## config.mk

```make
export PLATFORM = sky130hd
export DESIGN_NAME = clmi_fetch_ctl
export DESIGN_NICKNAME = d
export VERILOG_FILES = /design/src/rtl/clmi_fetch_ctl_pkg.sv /design/src/rtl/clmi_fetch_ctl.sv
export SDC_FILE = /design/constraint.sdc
export NUM_CORES = 1
export LEC_CHECK = 0
export ABC_CLOCK_PERIOD_IN_PS = 1600
export CAP_MARGIN = 5
export CORE_AREA = 10 10 107 61
export DETAILED_ROUTE_END_ITERATION = 16
export DIE_AREA = 0 0 117 71
export GPL_TIMING_DRIVEN = 1
export PLACE_DENSITY = 0.79
export SETUP_SLACK_MARGIN = 0.15
export SLEW_MARGIN = 30
export SYNTH_ARGS = -nofsm -noshare
export SYNTH_HDL_FRONTEND = slang
export SYNTH_SLANG_ARGS = --single-unit
```

## constraint.sdc

```tcl
create_clock -name SYSCLK -period 1.6 [get_ports SYSCLK]
set_input_delay 0.4 -clock SYSCLK [delete_from_list [all_inputs] [get_ports SYSCLK]]
set_output_delay 0.4 -clock SYSCLK [all_outputs]
set_load 0.05 [all_outputs]
```

## src/rtl/clmi_fetch_ctl_pkg.sv

```systemverilog
// Shared CLMI core symbols (InstSF select bit positions, fetch state codes)
// and the types used by the instruction-fetch controller.
`ifndef CLMI_CORE_SYMS
`define CLMI_CORE_SYMS
`define CLMI_SEL_INST_ZERO_POS 0
`define CLMI_SEL_INST_LOAD_POS 1
`define CLMI_SEL_INST_HOLD_POS 2
`define CLMI_SEL_INST_HI       2
`define CLMI_FST_IDLE          2'd0
`define CLMI_FST_REQ           2'd1
`define CLMI_FST_BUF           2'd2
`define CLMI_FST_DROP          2'd3
`endif

package clmi_fetch_ctl_pkg;

   localparam int SEL_W = `CLMI_SEL_INST_HI + 1;

   localparam logic [SEL_W-1:0] SEL_ZERO = SEL_W'(1) << `CLMI_SEL_INST_ZERO_POS;
   localparam logic [SEL_W-1:0] SEL_LOAD = SEL_W'(1) << `CLMI_SEL_INST_LOAD_POS;
   localparam logic [SEL_W-1:0] SEL_HOLD = SEL_W'(1) << `CLMI_SEL_INST_HOLD_POS;

   localparam int WDOG_W = 8;

   typedef enum logic [1:0] {
      ST_IDLE = `CLMI_FST_IDLE,
      ST_REQ  = `CLMI_FST_REQ,
      ST_BUF  = `CLMI_FST_BUF,
      ST_DROP = `CLMI_FST_DROP
   } fetch_state_t;

endpackage

```

## src/rtl/clmi_fetch_ctl.sv

```systemverilog
// Instruction-fetch controller feeding the SF-stage instruction register, with a
// 1-entry skid buffer and redirect handling. Optional watchdog: CLMI_FETCH_WDOG_EN.
// Handshake: IMEM_REQ, once raised, stays high until the cycle IMEM_ACK is seen;
// IMEM_ACK marks IMEM_RDATA valid in that same cycle, and the request is never withdrawn.
module clmi_fetch_ctl
   import clmi_fetch_ctl_pkg::*;
#(
   parameter int unsigned WDOG_MAX = 255
) (
   input  logic                        SYSCLK,
   input  logic                        RESET_D1_R_N,
   input  logic                        PIPE_STALL,
   input  logic                        CP0_REDIRECT,
   input  logic                        IMEM_ACK,
   input  logic [31:0]                 IMEM_RDATA,
   output logic                        IMEM_REQ,
   output logic [31:0]                 INST_I,
   output logic [`CLMI_SEL_INST_HI:0]  CLMI_SELINST_S_P,
   output logic                        CLMI_RHOLD,
   output logic                        FETCH_VALID_S_R,
   output logic                        FETCH_ERR,
   output fetch_state_t                dbg_state
);

   if (WDOG_MAX < 1 || WDOG_MAX > 255) begin : g_wdog_range
      $error("WDOG_MAX must fit the 8-bit watchdog counter (1..255)");
   end

   fetch_state_t      state, state_nxt;
   logic [SEL_W-1:0]  sel;
   logic              capture;
   logic              buf_clr;
   logic [31:0]       buf_data;
   logic              buf_valid;

   // The next-state decode mirrors the select priority: redirect, stall, then data.
   always_comb begin
      state_nxt = state;
      sel       = SEL_ZERO;
      capture   = 1'b0;
      buf_clr   = CP0_REDIRECT;
      case (state)
         ST_IDLE: state_nxt = ST_REQ;
         ST_REQ: begin
            if (CP0_REDIRECT) begin
               if (!IMEM_ACK) state_nxt = ST_DROP;
            end else if (PIPE_STALL) begin
               sel = SEL_HOLD;
               if (IMEM_ACK) begin
                  capture   = 1'b1;
                  state_nxt = ST_BUF;
               end
            end else if (IMEM_ACK) begin
               sel = SEL_LOAD;
            end
         end
         ST_BUF: begin
            if (CP0_REDIRECT) begin
               state_nxt = ST_REQ;
            end else if (PIPE_STALL) begin
               sel = SEL_HOLD;
            end else begin
               sel       = SEL_LOAD;
               buf_clr   = 1'b1;
               state_nxt = ST_REQ;
            end
         end
         ST_DROP: begin
            if (!CP0_REDIRECT) begin
               if (PIPE_STALL) sel = SEL_HOLD;
               if (IMEM_ACK) state_nxt = ST_REQ;
            end
         end
         default: state_nxt = ST_IDLE;
      endcase
   end

   always_ff @(posedge SYSCLK or negedge RESET_D1_R_N) begin
      if (!RESET_D1_R_N) begin
         state           <= ST_IDLE;
         buf_data        <= '0;
         buf_valid       <= 1'b0;
         FETCH_VALID_S_R <= 1'b0;
      end else begin
         state <= state_nxt;
         if (capture) begin
            buf_data  <= IMEM_RDATA;
            buf_valid <= 1'b1;
         end else if (buf_clr) begin
            buf_valid <= 1'b0;
         end
         if (!PIPE_STALL) begin
            if (sel == SEL_LOAD)      FETCH_VALID_S_R <= 1'b1;
            else if (sel == SEL_ZERO) FETCH_VALID_S_R <= 1'b0;
         end
      end
   end

   // Leaving BUF re-raises the request in the same cycle so the refill starts without a bubble.
   assign IMEM_REQ = (state == ST_REQ) || (state == ST_DROP) ||
                     ((state == ST_BUF) && !CP0_REDIRECT && !PIPE_STALL);
   assign INST_I           = buf_valid ? buf_data : IMEM_RDATA;
   assign CLMI_SELINST_S_P = sel;
   assign CLMI_RHOLD       = PIPE_STALL;
   assign dbg_state        = state;

`ifdef CLMI_FETCH_WDOG_EN
   localparam logic [WDOG_W-1:0] WDOG_LAST = WDOG_W'(WDOG_MAX - 1);

   logic [WDOG_W-1:0] wdog_cnt;
   logic              wdog_err;
   logic              waiting;

   assign waiting = (state == ST_REQ) || (state == ST_DROP);

   always_ff @(posedge SYSCLK or negedge RESET_D1_R_N) begin
      if (!RESET_D1_R_N) begin
         wdog_cnt <= '0;
         wdog_err <= 1'b0;
      end else begin
         wdog_err <= 1'b0;
         if (waiting && !IMEM_ACK) begin
            if (wdog_cnt == WDOG_LAST) begin
               wdog_cnt <= '0;
               wdog_err <= 1'b1;
            end else begin
               wdog_cnt <= wdog_cnt + WDOG_W'(1);
            end
         end else begin
            wdog_cnt <= '0;
         end
      end
   end

   assign FETCH_ERR = wdog_err;
`else
   assign FETCH_ERR = 1'b0;
`endif

endmodule

```

==> out/metrics.yaml <==
clock_path_buffers: 2
grt_pass1_vias: 1676
p_seq_share_pct: 34.5
gp_congestion: 0.898
grt_use_total_pct: 15.4
syn_nets: 167
cts-buffers-inserted: 5
p_leak_uw: 0.00175
yosys-top-cells-area: "dfrtp_1 (45%), mux2_4 (23%), mux2_2 (19%)"
routedWlPerCell_um: 21.4
internal_power_uw: 2710
drive_gt1_share_pct: 67.5
setup_ws_ns: -0.193
grt_overflow: 0
grt_pass1_wl_um: 9890
yosys_warnings: 0
cts_tree: "yes"
cts.sinks: 36
die_area_um2: 8310
outcome: "finished with violations"
antenna_cells: 0
yosys.cell_types.count: 22
finish.net_count: 273
syn_inst: 130
cap_violations: 0
setup_viol: 44
p_per_area_nw_per_um2: 1060
avgSynthCellArea_um2: 15.3
detail_route.first_pass.iterations: 4
clockRootBuffer: "clkbuf_8"
initial_core_util_pct: 42.0
yosys.area.top_type: "dfrtp_1"
path_max_fanout: 10
hp-class: "input port to asynchronous set/reset pin"
worst_setup_path_start_kind: "register"
port_buffers: 76
wl_um: 6360
dpl_cell_area_um2: 3420
violations: "negative setup slack"
die-height_um: 71
pwr-share-clk_pct: 20.2
fin_area_um2: 3770
layout_commonest_cell: "mux2_4"
ir_worst_vdd_mv: 0.683
clock_latency_ns: 0.29
required_ns: 1.20
post-place-ws_ns: -0.434
synth-seq-cells: 36
drt_iter0_drc: 30
grt_antenna_before_repair: 0
dp_hpwl_um: 4560
cts_hold_buf: 0
hold_ws_ns: 0.0473
crit_arrival_ns: 1.39
ios: 78
finClkSkew_ns: 0.00470
path_class: "register to output pin"
coreArea_um2: 4730
synth-seq-area-share_pct: 45.4
fp.dieW_um: 117
cts.htree.levels: 2
switching_share_pct: 32.1
drc_errors: 0
rows: 18
synth.top_cell.area_share_pct: 45.4
p_sw_uw: 1280
grt_setup_unrepaired: "true"
vias: 1449
combPwrFrac_pct: 45.3
fmax_mhz: 558
ant_nets: 0
grt_max_degree: 20
drv_slew: 0
end_kind: "output pin"
layout_common_cells: "mux2_4 (64), buf_12 (44), dfrtp_1 (33)"
syn_area_um2: 1990
layout_min_cycle_time_ns: 1.79
min_period_over_period_pct: 112
final-hold-violation-count: 0
area_delta_synth_final_pct: 90.1
clk_pin_slew_worst_paths_ns: 0.08
vias_per_cell: 4.88
[cells in the mapped netlist]
master and number:
nand2b_2 1, nor2b_1 1, mux2_2 34, a21o_1 4
mux2_4 30, dfrtp_1 36, o21ai_0 2, inv_1 1
nand3b_4 1, buf_12 3, nand2b_1 1, a21bo_2 1
a21oi_1 1, maj3_1 1, a21boi_0 1, buf_2 3
conb_1 1, buf_4 2, nand3_1 1, nor2_8 1
nor2_1 3, clkbuf_1 1
[flip-flops by register name, indices dropped and copies added, names as in the netlist]
signal and count:
buf_data 32, dbg_state 2, FETCH_VALID_S_R 1, buf_valid 1
[power groups by stage]
stage | clock network [uW] | registers [uW] | logic [uW]
after global placement | 0 | 1340 | 1670
after CTS | 811 | 1370 | 1800
after global routing | 869 | 1410 | 1880
after floorplan | 0 | 1340 | 1050
final | 807 | 1380 | 1810
after detailed placement | 0 | 1370 | 1710
[layer usage]
metal / wire, um / vias up / track usage, %
met1: 2600 / 718 / 18.6
li1: - / 672 / -
met2: 3070 / 53 / 24.0
met3: 625 / 6 / 7.58
met5: 0 / - / 0
met4: 56 / 0 / 3.68
[metrics by stage]
step	std cells	TNS [ns]	utilization, %	power, uW
after floorplan	130	0	-	2390
after global placement	276	-12.93	72.3	3020
after detailed placement	276	-14.92	72.3	3080
after CTS	295	-6.42	78.9	3970
after global routing	297	-8.27	79.8	4170
final	297	-6.40	79.8	4000
[cell type report]
class / count / area, um^2
clock buffers: 6 / 72.6
clock inverters: 2 / 35.0
fillers: 253 / 955
inverters: 1 / 3.75
multi-input cells: 84 / 1160
flip-flops and latches: 36 / 905
well taps: 60 / 75.1
repair buffers: 108 / 1520
[worst paths after layout]
kind,from,end,slack [ns],cells past startpoint
max in group asynchronous,RESET_D1_R_N,buf_data[23],1.09,2
min,RESET_D1_R_N,buf_data[27],0.05,1
min reg2reg,buf_data[1],buf_data[1],0.51,1
max reg2reg,dbg_state[0],buf_data[17],-0.05,8
min in group SYSCLK,buf_data[1],buf_data[1],0.51,1
max,buf_valid,INST_I[13],-0.19,3
[worst max-delay path, cell delays in order (launching register included)]
cell	delay, ns
dfrtp_2	0.41
buf_6	0.19
mux2_4	0.34
buf_12	0.15
[what timing repair did]
action / 4_1_cts / 5_1_grt
buffers inserted: 9 / 2
gates resized for setup: 25 / 7
cloned: 2 / 0
setup endpoints to repair: 69 / 70
pin swaps: 2 / 1
[cell families (layout without fill, tap and decap cells)]
kind of cell,count (synthesis),count (layout),share of synthesized area [%]
DFF,36,36,45.4
AOI/OAI and AO/OA,9,9,3.15
muxes,64,64,42.0
adders and majority gates,1,1,0.504
and+or+nand+nor,9,9,3.91
buffers and inverters,10,117,4.91
other,1,1,0.189
No activity file was read; power rests on OpenSTA's default activity.
